$ cat src/rtl/push_seq_ctrl_pkg.sv
// Shared encodings for the stack processor push/pop sequencer.
// Latency: n/a (types and constants only).
// Backpressure: n/a.
package push_seq_ctrl_pkg;

  // Stack operation codes as issued by the main control unit
  typedef enum logic [1:0] {
    OP_PUSH = 2'b00,
    OP_POP  = 2'b01,
    OP_DUP  = 2'b10,
    OP_NOP  = 2'b11
  } op_kind_e;

  // Push mux select encodings
  localparam logic [2:0] PSRC_ALU   = 3'b000;
  localparam logic [2:0] PSRC_B     = 3'b001;
  localparam logic [2:0] PSRC_SHIFT = 3'b010;
  localparam logic [2:0] PSRC_MEM   = 3'b011;
  localparam logic [2:0] PSRC_REGF  = 3'b100;
  localparam logic [2:0] PSRC_SE    = 3'b101;

  // Sequencer states
  typedef enum logic [2:0] {
    IDLE  = 3'd0,
    SEL   = 3'd1,
    SHIFT = 3'd2,
    WRITE = 3'd3,
    POPRD = 3'd4,
    ERR   = 3'd5
  } state_e;

  // Bytes per stack entry; the stack grows downward
  localparam logic [15:0] SP_STEP = 16'd2;

endpackage

$ cat src/rtl/push_seq_ctrl_if.sv
// Control-unit <-> push sequencer bundle: op request handshake and push-path controls.
// Latency: n/a (wires only).
// Backpressure: op_ready low holds the control unit's request.
interface push_seq_ctrl_if #(
  parameter int DEPTH_W = 8
);
  logic               op_valid;
  logic               op_ready;
  logic [1:0]         op_kind;
  logic [2:0]         op_src;
  logic               op_shift;
  logic               op_shamt_imm;
  logic               clr_err;
  logic [2:0]         PushSrc;
  logic               ShiftSrc;
  logic               ShamtSrc;
  logic               RegWrite;
  logic               MemWrite;
  logic [15:0]        sp;
  logic [DEPTH_W:0]   depth;
  logic               done;
  logic               ovf;
  logic               unf;

  // Control unit side
  modport master (
    output op_valid, op_kind, op_src, op_shift, op_shamt_imm, clr_err,
    input  op_ready, PushSrc, ShiftSrc, ShamtSrc, RegWrite, MemWrite,
    input  sp, depth, done, ovf, unf
  );

  // Sequencer side
  modport slave (
    input  op_valid, op_kind, op_src, op_shift, op_shamt_imm, clr_err,
    output op_ready, PushSrc, ShiftSrc, ShamtSrc, RegWrite, MemWrite,
    output sp, depth, done, ovf, unf
  );
endinterface

$ cat src/rtl/push_seq_ctrl_sp_depth_counter.sv
// Stack pointer and entry-count registers with full/empty status.
// Latency: inc/dec take effect at the next rising edge; full/empty are combinational.
// Backpressure: none; the caller must not request inc when full or dec when empty.
module push_seq_ctrl_sp_depth_counter
  import push_seq_ctrl_pkg::*;
#(
  parameter int          DEPTH_W = 8,
  parameter logic [15:0] SP_BASE = 16'hFFFE
) (
  input  logic             clk,
  input  logic             reset,
  input  logic             inc_i,
  input  logic             dec_i,
  output logic [15:0]      sp_o,
  output logic [DEPTH_W:0] depth_o,
  output logic             full_o,
  output logic             empty_o
);

  localparam logic [DEPTH_W:0] MAX_DEPTH = {1'b1, {DEPTH_W{1'b0}}};
  localparam logic [DEPTH_W:0] ONE       = (DEPTH_W+1)'(1);

  logic [15:0]      sp_q, sp_d;
  logic [DEPTH_W:0] depth_q, depth_d;

  // Push moves sp down one entry, pop moves it back up
  always_comb begin
    sp_d    = sp_q;
    depth_d = depth_q;
    if (inc_i) begin
      sp_d    = sp_q - SP_STEP;
      depth_d = depth_q + ONE;
    end else if (dec_i) begin
      sp_d    = sp_q + SP_STEP;
      depth_d = depth_q - ONE;
    end
  end

  // Register update; reset returns to the empty stack
  always_ff @(posedge clk or negedge reset) begin
    if (!reset) begin
      sp_q    <= SP_BASE;
      depth_q <= '0;
    end else begin
      sp_q    <= sp_d;
      depth_q <= depth_d;
    end
  end

  assign sp_o    = sp_q;
  assign depth_o = depth_q;
  assign full_o  = (depth_q == MAX_DEPTH);
  assign empty_o = (depth_q == '0);

endmodule

$ cat src/rtl/push_seq_ctrl.sv
// Multi-cycle push/pop sequencer: drives push-path selects/strobes, owns sp/depth, flags errors.
// Latency: accept->done 2 cycles (push/dup/pop), 3 with shift, 1 for errors and reserved ops.
// Backpressure: op_ready is high only in IDLE; one operation in flight at a time.
module push_seq_ctrl
  import push_seq_ctrl_pkg::*;
#(
  parameter int          DEPTH_W = 8,
  parameter logic [15:0] SP_BASE = 16'hFFFE
) (
  input  logic           clk,
  input  logic           reset,
  push_seq_ctrl_if.slave bus
);

  state_e   state_q, state_d;
  op_kind_e kind_q, kind_d, kind_in;
  logic [2:0] src_q, src_d;
  logic     shift_q, shift_d;
  logic     shamt_q, shamt_d;
  logic     err_ovf_q, err_ovf_d;   // 1: ERR is an overflow, 0: underflow
  logic     ovf_q, unf_q;

  logic       ready, done, reg_wr, mem_wr, shift_src, shamt_src, inc, dec;
  logic [2:0] push_src;
  logic       full, empty;

  assign kind_in = op_kind_e'(bus.op_kind);

  // Next state, operand capture on acceptance, and per-state push-path controls
  always_comb begin
    state_d   = state_q;
    kind_d    = kind_q;
    src_d     = src_q;
    shift_d   = shift_q;
    shamt_d   = shamt_q;
    err_ovf_d = err_ovf_q;
    ready     = 1'b0;
    done      = 1'b0;
    reg_wr    = 1'b0;
    mem_wr    = 1'b0;
    shift_src = 1'b0;
    shamt_src = 1'b0;
    push_src  = PSRC_ALU;
    inc       = 1'b0;
    dec       = 1'b0;
    case (state_q)
      IDLE: begin
        ready = 1'b1;
        if (bus.op_valid) begin
          kind_d  = kind_in;
          src_d   = (kind_in == OP_DUP) ? PSRC_REGF : bus.op_src;
          shift_d = bus.op_shift;
          shamt_d = bus.op_shamt_imm;
          case (kind_in)
            OP_PUSH: begin
              err_ovf_d = 1'b1;
              state_d   = full ? ERR : SEL;
            end
            // DUP reads the top entry and adds one, so it can fail either way
            OP_DUP: begin
              err_ovf_d = !empty;
              state_d   = (empty || full) ? ERR : SEL;
            end
            OP_POP: begin
              err_ovf_d = 1'b0;
              state_d   = empty ? ERR : POPRD;
            end
            default: state_d = WRITE;
          endcase
        end
      end
      SEL: begin
        push_src = src_q;
        state_d  = shift_q ? SHIFT : WRITE;
      end
      SHIFT: begin
        push_src  = PSRC_SHIFT;
        shift_src = 1'b1;
        shamt_src = shamt_q;
        state_d   = WRITE;
      end
      POPRD: begin
        push_src = PSRC_MEM;
        state_d  = WRITE;
      end
      WRITE: begin
        done    = 1'b1;
        state_d = IDLE;
        case (kind_q)
          OP_PUSH, OP_DUP: begin
            push_src  = shift_q ? PSRC_SHIFT : src_q;
            shift_src = shift_q;
            shamt_src = shift_q & shamt_q;
            reg_wr    = 1'b1;
            mem_wr    = 1'b1;
            inc       = 1'b1;
          end
          OP_POP: begin
            push_src = PSRC_MEM;
            reg_wr   = 1'b1;
            dec      = 1'b1;
          end
          default: ;
        endcase
      end
      ERR: begin
        done    = 1'b1;
        state_d = IDLE;
      end
      default: state_d = IDLE;
    endcase
  end

  // State and captured operation fields
  always_ff @(posedge clk or negedge reset) begin
    if (!reset) begin
      state_q   <= IDLE;
      kind_q    <= OP_NOP;
      src_q     <= PSRC_ALU;
      shift_q   <= 1'b0;
      shamt_q   <= 1'b0;
      err_ovf_q <= 1'b0;
    end else begin
      state_q   <= state_d;
      kind_q    <= kind_d;
      src_q     <= src_d;
      shift_q   <= shift_d;
      shamt_q   <= shamt_d;
      err_ovf_q <= err_ovf_d;
    end
  end

  // Sticky error flags; a set in ERR beats a simultaneous clear
  always_ff @(posedge clk or negedge reset) begin
    if (!reset) begin
      ovf_q <= 1'b0;
      unf_q <= 1'b0;
    end else begin
      ovf_q <= ((state_q == ERR) &&  err_ovf_q) || (ovf_q && !bus.clr_err);
      unf_q <= ((state_q == ERR) && !err_ovf_q) || (unf_q && !bus.clr_err);
    end
  end

  push_seq_ctrl_sp_depth_counter #(
    .DEPTH_W (DEPTH_W),
    .SP_BASE (SP_BASE)
  ) u_cnt (
    .clk     (clk),
    .reset   (reset),
    .inc_i   (inc),
    .dec_i   (dec),
    .sp_o    (bus.sp),
    .depth_o (bus.depth),
    .full_o  (full),
    .empty_o (empty)
  );

  assign bus.op_ready = ready;
  assign bus.done     = done;
  assign bus.RegWrite = reg_wr;
  assign bus.MemWrite = mem_wr;
  assign bus.ShiftSrc = shift_src;
  assign bus.ShamtSrc = shamt_src;
  assign bus.PushSrc  = push_src;
  assign bus.ovf      = ovf_q;
  assign bus.unf      = unf_q;

endmodule

$ cat src/flat_wrapper.sv
// flat-port wrapper written by rule: the top's interface ports become plain ports
module push_seq_ctrl_flat import push_seq_ctrl_pkg::*;
#(
  parameter int          DEPTH_W = 8,
  parameter logic [15:0] SP_BASE = 16'hFFFE
)
  (clk, reset, bus_op_valid, bus_op_kind, bus_op_src, bus_op_shift, bus_op_shamt_imm, bus_clr_err, bus_op_ready, bus_PushSrc, bus_ShiftSrc, bus_ShamtSrc, bus_RegWrite, bus_MemWrite, bus_sp, bus_depth, bus_done, bus_ovf, bus_unf);
  push_seq_ctrl_if #(.DEPTH_W(DEPTH_W)) bus_i ();
  input  logic clk;
  input  logic reset;
  input wire logic [$bits(bus_i.op_valid)-1:0] bus_op_valid;
  input wire logic [$bits(bus_i.op_kind)-1:0] bus_op_kind;
  input wire logic [$bits(bus_i.op_src)-1:0] bus_op_src;
  input wire logic [$bits(bus_i.op_shift)-1:0] bus_op_shift;
  input wire logic [$bits(bus_i.op_shamt_imm)-1:0] bus_op_shamt_imm;
  input wire logic [$bits(bus_i.clr_err)-1:0] bus_clr_err;
  output wire logic [$bits(bus_i.op_ready)-1:0] bus_op_ready;
  output wire logic [$bits(bus_i.PushSrc)-1:0] bus_PushSrc;
  output wire logic [$bits(bus_i.ShiftSrc)-1:0] bus_ShiftSrc;
  output wire logic [$bits(bus_i.ShamtSrc)-1:0] bus_ShamtSrc;
  output wire logic [$bits(bus_i.RegWrite)-1:0] bus_RegWrite;
  output wire logic [$bits(bus_i.MemWrite)-1:0] bus_MemWrite;
  output wire logic [$bits(bus_i.sp)-1:0] bus_sp;
  output wire logic [$bits(bus_i.depth)-1:0] bus_depth;
  output wire logic [$bits(bus_i.done)-1:0] bus_done;
  output wire logic [$bits(bus_i.ovf)-1:0] bus_ovf;
  output wire logic [$bits(bus_i.unf)-1:0] bus_unf;
  assign bus_i.op_valid = bus_op_valid;
  assign bus_i.op_kind = bus_op_kind;
  assign bus_i.op_src = bus_op_src;
  assign bus_i.op_shift = bus_op_shift;
  assign bus_i.op_shamt_imm = bus_op_shamt_imm;
  assign bus_i.clr_err = bus_clr_err;
  assign bus_op_ready = bus_i.op_ready;
  assign bus_PushSrc = bus_i.PushSrc;
  assign bus_ShiftSrc = bus_i.ShiftSrc;
  assign bus_ShamtSrc = bus_i.ShamtSrc;
  assign bus_RegWrite = bus_i.RegWrite;
  assign bus_MemWrite = bus_i.MemWrite;
  assign bus_sp = bus_i.sp;
  assign bus_depth = bus_i.depth;
  assign bus_done = bus_i.done;
  assign bus_ovf = bus_i.ovf;
  assign bus_unf = bus_i.unf;
  push_seq_ctrl #(.DEPTH_W(DEPTH_W), .SP_BASE(SP_BASE)) u_core (.clk(clk), .reset(reset), .bus(bus_i));
endmodule
$ cat config.mk
export PLATFORM = sky130hd
export DESIGN_NAME = push_seq_ctrl_flat
export DESIGN_NICKNAME = d
export VERILOG_FILES = /design/src/rtl/push_seq_ctrl_pkg.sv /design/src/rtl/push_seq_ctrl_if.sv /design/src/rtl/push_seq_ctrl_sp_depth_counter.sv /design/src/rtl/push_seq_ctrl.sv /design/src/flat_wrapper.sv
export SDC_FILE = /design/constraint.sdc
export NUM_CORES = 1
export LEC_CHECK = 0
export ABC_AREA = 1
export CORE_MARGIN = 1.5
export CORE_UTILIZATION = 30
export DETAILED_ROUTE_END_ITERATION = 16
export SLEW_MARGIN = 20
export SYNTH_ARGS = -nofsm -noshare
export SYNTH_HDL_FRONTEND = slang
export SYNTH_SLANG_ARGS = --single-unit
export TNS_END_PERCENT = 50
$ cat constraint.sdc
create_clock -name clk -period 1.9 [get_ports clk]
set_input_delay 0.19 -clock clk [delete_from_list [all_inputs] [get_ports clk]]
set_output_delay 0.19 -clock clk [all_outputs]
set_load 0.005 [all_outputs]
==> results.py, run 1 <==
metrics = {
    "outcome": {
        "status": "finished, violations left",
        "violations": "design-rule violations, negative setup slack",
    },
    "placement": {
        "place.gp.congestion": 0.891,
        "pre_cts_slack_ns": -0.107,
        "hpwlAfterDp_um": 5780,
        "portBuffers": 45,
    },
    "timing": {
        "setup_tns_ns": -0.959,
        "setup_viol": 15,
        "min_period_ns": 2.02,
        "clock_skew_ns": 0.00380,
        "final_hold_viol_count": 0,
        "fmax_ghz": 0.496,
        "drv_slew": 0,
        "finalCritPeriodShare_pct": 106,
        "grt_setup_unrepaired": "true",
        "layout_setup_ws_ns": -0.116,
    },
    "clocking": {
        "clkTransAtPathRegs_ns": 0.08,
        "clkSinkCount": 37,
        "cts_tree": "yes",
        "insertion_delay_ns": 0.31,
        "cts_max_level": 2,
        "cts_buffer_depth": 2,
        "cts.root.buffer_cell": "clkbuf_8",
        "numCtsBuffers": 5,
    },
    "die": {
        "ioPinCount": 47,
        "placementRows": 34,
        "core_region_area_mm2": 0.00881,
        "die_x_um": 99.0,
        "die_y_um": 99.0,
        "start_util_pct": 31.4,
        "design.die.area_mm2": 0.00980,
    },
    "routing": {
        "wl_per_cell_um": 14.9,
        "postRouteAntennaNets": 0,
        "drc": 1,
        "via_count": 3146,
        "wl_um": 9220,
        "drt_iter0_drc": 142,
        "via_per_inst": 5.07,
        "first_pass_iters": 11,
    },
    "synth": {
        "synth_fa_ha_area_share_pct": 2.26,
        "synth.ff_latch_count": 37,
        "netlist_area_mm2": 0.00276,
        "yosysSeqAreaShare_pct": 34.3,
        "synthXorXnorAreaFrac_pct": 3.17,
        "synthArstFlopShare_pct": 100,
        "synth_edf_count": 0,
        "synth_compound_area_share_pct": 12.8,
        "synthSimpleGateAreaFrac_pct": 35.9,
        "synth_nets": 432,
        "synth_top_family_by_area": "simple AND/OR/NAND/NOR gates",
        "muxShareOfSynthArea_pct": 0,
        "synth_flop_cell": "dfrtp_1",
        "ys_warn_count": 0,
        "syn_area_per_cell_um2": 6.64,
        "syn_inst": 416,
        "yosysUniqueCellTypes": 34,
    },
    "grt": {
        "grt_max_degree": 22,
        "grt_first_pass_wirelength_um": 13100,
        "first_global_vias": 2806,
        "grtUsageTotal_pct": 16.4,
        "antenna_found_initial": 0,
        "grt_overflow": 0,
    },
    "min_path": {
        "hold_class": "in -> async",
    },
    "pwr": {
        "p_leak_nw": 2.07,
        "powerDensity_mw_per_mm2": 1660,
        "seq_power_share_pct": 21.8,
        "finalPower_w": 0.00738,
        "swShare_pct": 46.4,
        "p_int_w": 0.00396,
        "p_switching_w": 0.00342,
        "p_comb_share_pct": 68.0,
        "irDropWorstVdd_mv": 0.733,
        "clockPowerShare_pct": 10.2,
    },
    "setup_path": {
        "worst_r2r_path_depth": 14,
        "cp_max_fo": 6,
        "required_ns": 2.16,
        "endpoint_kind": "register",
        "worst_r2r_startpoint": "u_core.kind_q[0]",
        "r2r_setup_slack_ns": -0.12,
        "setup.worst_path.class": "reg -> reg",
        "r2r_end": "u_core.u_cnt.sp_o[15]",
        "start_kind": "register",
        "cp.arrival_ns": 2.27,
    },
    "cells_and_area": {
        "diodes": 0,
        "nets": 527,
        "multi_input_area_mm2": 0.00210,
        "fillers": 843,
        "drive_above_1_share_pct": 41.6,
        "register_area_um2": 950,
        "syn2layout_area_growth_pct": 60.6,
    },
    "flow_run": {
        "cap_violations": 0,
    },
}
==> layer usage <==
metal | vias up | part of all wire, % | track usage [%]
met2 | 126 | 49 | 28.8
met4 | 0 | 3.2 | 3.19
li1 | 1520 | - | -
met5 | - | 0 | 0
met1 | 1462 | 41 | 21.3
met3 | 38 | 6.1 | 2.55
==> layout by cell type, fill, tap and decap left out, types with 7 or more instances in the layout <==
| cell | count |
|---|---|
| buf_4 | 43 |
| nor2_1 | 13 |
| dfrtp_1 | 18 |
| nand3_2 | 12 |
| dfstp_2 | 17 |
| nor2_2 | 11 |
| inv_2 | 10 |
| nand2_4 | 29 |
| a41oi_1 | 7 |
| nand2_2 | 34 |
| o21ai_0 | 20 |
| o21ai_1 | 13 |
| nor2_4 | 16 |
| clkdlybuf4s50_1 | 37 |
| nand3_1 | 25 |
| nand2_1 | 80 |
| inv_1 | 50 |
==> how the worst max path moves through the flow <==
stage                                  from                       to  slack, ns  depth (start not counted)
after floorplan           u_core.state_q[0]  u_core.u_cnt.depth_o[8]      -0.06                         15
after global placement    u_core.state_q[2]    u_core.u_cnt.sp_o[15]      -0.04                         17
after detailed placement  u_core.state_q[2]             bus_ShamtSrc      -0.11                          7
final                      u_core.kind_q[0]    u_core.u_cnt.sp_o[15]      -0.12                         14
after CTS                  u_core.kind_q[0]           bus_PushSrc[1]       -0.1                          7
after global routing      u_core.state_q[2]    u_core.u_cnt.sp_o[15]      -0.23                         15
==> layout make-up <==
| class | instances | share of cell area (%) |
|---|---|---|
| clock buffers | 7 | 1.94 |
| clock inverters | 1 | 0.676 |
| inverters | 61 | 5.21 |
| multi-input cells | 308 | 47.3 |
| flip-flops and latches | 37 | 21.4 |
| well taps | 108 | 3.04 |
| repair buffers | 98 | 20.4 |
==> cell usage after synthesis (2+ instances only) <==
cell type    n  area (µm²)
a41oi_1      9        78.8
nand2_1    132         495
nand3_1     40         200
xor2_1       6        52.6
buf_6        4        45.0
o21ai_1      4        20.0
nor3_1       5        25.0
ha_1         5        62.6
dfrtp_1     20         500
a21oi_1      8        40.0
o21ai_0     29         145
inv_2        2        7.51
clkbuf_1     2        7.51
and2_1       2        12.5
o22ai_1      3        18.8
buf_2        3        15.0
nor2_1      34         128
dfstp_2     17         447
nor2_2       5        31.3
xnor2_1      4        35.0
nand2_2     10        62.6
nand3b_1     2        15.0
inv_1       59         221
==> critical path, stage by stage (launching register included) <==
cell and delay [ns]:
dfstp_2 0.58, buf_4 0.12, inv_2 0.07, buf_4 0.17, nand3_1 0.20, nand2_4 0.11
nor2_4 0.14, nand3_2 0.12, nand2_4 0.12, nand2_2 0.07, nand2_2 0.07, nand2_2 0.05
nand2_1 0.05, nand2_1 0.04, nand2_1 0.05
==> flip-flops by register name (all words and copies together) (netlist names) <==
register	count
u_core.u_cnt.sp_o	15
u_core.u_cnt.depth_o	9
u_core.shift_q	1
u_core.state_q	3
u_core.shamt_q	1
u_core.err_ovf_q	1
u_core.src_q	3
u_core.bus.unf	1
u_core.bus.ovf	1
u_core.kind_q	2
==> per-stage QoR <==
step | area (µm²) | cells | hold WS (ns) | utilization, %
finish | 4440 | 620 | 0.334 | 50.4
global route | 4440 | 620 | 0.363 | 50.4
CTS | 3820 | 606 | 0.360 | 43.3
detailed placement | 3580 | 593 | 0.149 | 40.7
global placement | 3580 | 593 | 0.153 | 40.7
floorplan | 2820 | 416 | -0.106 | -
==> power by group through the flow <==
stage | combinational, W | clock [W] | sequential, W
after global placement | 0.00381 | 0 | 0.00158
final | 0.00501 | 0.000756 | 0.00161
after floorplan | 0.00231 | 0 | 0.00153
after global routing | 0.00548 | 0.000785 | 0.00166
after CTS | 0.00398 | 0.000750 | 0.00158
after detailed placement | 0.00385 | 0 | 0.00157
==> what timing repair did <==
item,CTS,global route
pin swaps,9,56
gates resized for setup,35,147
hold buffers,1,0
cloned,0,2
endpoints found under the setup margin,19,27
buffers inserted,4,13
hold endpoints to repair,6,0
==> cell families after synthesis <==
| logic type | after synthesis |
|---|---|
| flip-flops | 37 |
| buffers and inverters | 72 |
| adder cells (fa/ha/maj) | 5 |
| XOR/XNOR | 10 |
| other | 1 |
| AO/OA/AOI/OAI | 59 |
| AND/OR/NAND/NOR | 232 |
Power figures use the tool's default switching activity.
==> run 2: changes to the inputs <==
--- a/config.mk
+++ b/config.mk
@@ -6,7 +6,7 @@
 export NUM_CORES = 1
 export LEC_CHECK = 0
 export ABC_AREA = 1
-export CORE_MARGIN = 1.5
+export CORE_MARGIN = 2
 export CORE_UTILIZATION = 30
 export DETAILED_ROUTE_END_ITERATION = 16
 export SLEW_MARGIN = 20
==> run 2 against run 1 <==
  * The flow finishes with violations (negative setup slack)
  * Core utilization decreased by 3.1 points
  * Final area decreased by 3.0%
  * Final cell count increased by 2.1%
  * Critical path depth increased by 2
  * Flip-flop and latch count unchanged
  * Non-clock buffer count increased by 10
  * Count of clock-buffer cells in the layout decreased by 2
  * Register-to-register slack about the same
  * Via count decreased by 2.4%
  * First-iteration DRC count decreased by 37%
  * Sequential share of layout area increased by 0.66 points
  * Critical path type unchanged
==> results.py, run 2 (synthesized netlist as in run 1, its figures left out) <==
metrics = {
    "placement": {
        "place.gp.congestion": 0.877,
        "portBuffers": 45,
        "hpwlAfterDp_um": 5960,
    },
    "cells_and_area": {
        "drive_above_1_share_pct": 35.2,
        "nets": 537,
        "largest_reg_flops": 15,
        "syn2layout_area_growth_pct": 55.8,
        "diodes": 0,
        "fillers": 885,
        "final_cell_mix": "105 x nand2_1, 52 x inv_1, 49 x buf_4",
        "mostFrequentLayoutCell": "nand2_1",
    },
    "flow_run": {
        "cap_violations": 0,
    },
    "clocking": {
        "cts_buffer_depth": 2,
        "cts_tree": "yes",
        "numCtsBuffers": 5,
        "insertion_delay_ns": 0.29,
        "clkSinkCount": 37,
        "cts.root.buffer_cell": "clkbuf_8",
        "cts_max_level": 2,
        "clkTransAtPathRegs_ns": 0.08,
    },
    "pwr": {
        "powerDensity_mw_per_mm2": 1670,
        "p_leak_nw": 2.02,
        "irDropWorstVdd_mv": 0.858,
        "finalPower_w": 0.00719,
    },
    "routing": {
        "drt_iter0_drc": 90,
        "wl_um": 8670,
        "wl_per_cell_um": 13.7,
        "drc": 0,
        "postRouteAntennaNets": 0,
        "via_per_inst": 4.85,
        "first_pass_iters": 4,
        "via_count": 3069,
    },
    "outcome": {
        "status": "finished, violations left",
        "violations": "negative setup slack",
    },
    "die": {
        "start_util_pct": 30.3,
        "die_x_um": 100,
        "die_y_um": 100,
        "placementRows": 35,
        "design.die.area_mm2": 0.0100,
        "ioPinCount": 47,
        "core_region_area_mm2": 0.00911,
    },
    "setup_path": {
        "start_kind": "register",
        "r2r_setup_slack_ns": -0.10,
        "required_ns": 2.09,
        "endpoint_kind": "register",
        "cp.arrival_ns": 2.19,
        "cp_max_fo": 7,
        "setup.worst_path.class": "reg -> reg",
    },
    "timing": {
        "finalCritPeriodShare_pct": 105,
        "drv_slew": 0,
        "setup_viol": 10,
        "final_hold_viol_count": 0,
        "clock_skew_ns": 0.00761,
        "layout_setup_ws_ns": -0.103,
        "setup_tns_ns": -0.484,
        "min_period_ns": 2.00,
        "fmax_ghz": 0.499,
        "grt_setup_unrepaired": "true",
    },
    "grt": {
        "antenna_found_initial": 0,
        "grt_overflow": 0,
        "grtUsageTotal_pct": 17.0,
        "grt_max_degree": 22,
        "first_global_vias": 2953,
        "grt_first_pass_wirelength_um": 13700,
    },
    "min_path": {
        "hold_class": "in -> async",
    },
}
-- run 2: cell types whose count changed in the layout (fill, tap and decap cells not counted), moves of 5 or more --
cell and change:
nand2_1 +25, nor2_4 -5, buf_6 +5, nor2_1 +7, buf_4 +6, nand2_4 -18
nand3_1 +8, nand2_2 -8, nand3_2 -6
-- run 2: metrics by stage --
| step | instance area, µm² | worst slack (ns) | instances | util, % | hold slack [ns] |
|---|---|---|---|---|---|
| after floorplan | 2820 | -0.0605 | 416 | - | -0.106 |
| after global placement | 3650 | -0.0516 | 604 | 40.0 | 0.144 |
| final | 4310 | -0.103 | 633 | 47.3 | 0.358 |
| after global routing | 4310 | -0.242 | 633 | 47.3 | 0.405 |
| after CTS | 4090 | -0.0819 | 628 | 44.8 | 0.375 |
| after detailed placement | 3650 | -0.0730 | 604 | 40.0 | 0.147 |
-- run 2: what timing repair did --
| item | 4_1_cts | 5_1_grt |
|---|---|---|
| hold buffers | 1 | 0 |
| setup buffers | 13 | 5 |
| endpoints found under the hold margin | 1 | 0 |
| endpoints found under the setup margin | 22 | 25 |
| pin swaps | 21 | 38 |
| gates cloned | 2 | 0 |
| resized for setup | 58 | 68 |
-- run 2: final timing paths --
| path | cells past startpoint | endpoint | from |
|---|---|---|---|
| max in group asynchronous | 3 | u_core.u_cnt.sp_o[5] | reset |
| min in group clk | 3 | u_core.shamt_q | bus_op_shamt_imm |
| max | 16 | u_core.u_cnt.depth_o[8] | u_core.state_q[0] |
| min | 2 | u_core.state_q[2] | reset |
| max reg2reg | 16 | u_core.u_cnt.depth_o[8] | u_core.state_q[0] |
| min reg2reg | 2 | u_core.u_cnt.sp_o[15] | u_core.u_cnt.sp_o[15] |
-- run 2: final cells by class --
cell class / instances / area [µm²] / area share [%]
clock inverters: 3 / 46.3 / 1.07
well taps: 111 / 139 / 3.22
multi-input cells: 308 / 1880 / 43.7
inverters: 61 / 229 / 5.32
clock buffers: 5 / 68.8 / 1.60
repair buffers: 108 / 992 / 23.0
flip-flops and latches: 37 / 950 / 22.1
-- run 2: layer usage --
| layer | routed length [µm] | GRT usage (%) | part of all wire, % | vias to the layer above |
|---|---|---|---|---|
| met5 | 0 | 0 | 0 | - |
| met1 | 3830 | 22.1 | 44 | 1427 |
| met4 | 194 | 5.48 | 2.2 | 0 |
| met3 | 266 | 1.74 | 3.1 | 20 |
| li1 | - | - | - | 1540 |
| met2 | 4380 | 29.5 | 50 | 82 |
-- run 2: critical path: stages, from the launching register on --
cell and delay [ns]:
dfrtp_1 0.40, buf_6 0.12, nand2_4 0.04, nor2_4 0.15, buf_12 0.14, nand2_8 0.09, buf_4 0.16, nand2_1 0.07
nand2_1 0.13, inv_2 0.11, nand2_1 0.06, nor2_1 0.09, nand2_1 0.07, nand3b_1 0.10, nand2_1 0.06, nand2_1 0.06
o21ai_2 0.05
-- run 2: where the power goes --
part           leakage (nW)  switching (W)  internal [W]  total [W]
registers             0.425       0.000375       0.00123    0.00161
logic                  1.54        0.00253       0.00235    0.00488
clock network        0.0543       0.000315      0.000393   0.000708
total                  2.02        0.00322       0.00397    0.00719
==> run 3: changes to the inputs <==
--- a/config.mk
+++ b/config.mk
@@ -8,8 +8,9 @@
 export ABC_AREA = 1
 export CORE_MARGIN = 2
 export CORE_UTILIZATION = 30
+export CTS_BUF_LIST = sky130_fd_sc_hd__clkbuf_8
 export DETAILED_ROUTE_END_ITERATION = 16
-export SLEW_MARGIN = 20
+export SLEW_MARGIN = 10
 export SYNTH_ARGS = -nofsm -noshare
 export SYNTH_HDL_FRONTEND = slang
 export SYNTH_SLANG_ARGS = --single-unit
==> results of run 3 <==
The final DEF is identical to that of run 2; final timing and power are the same.
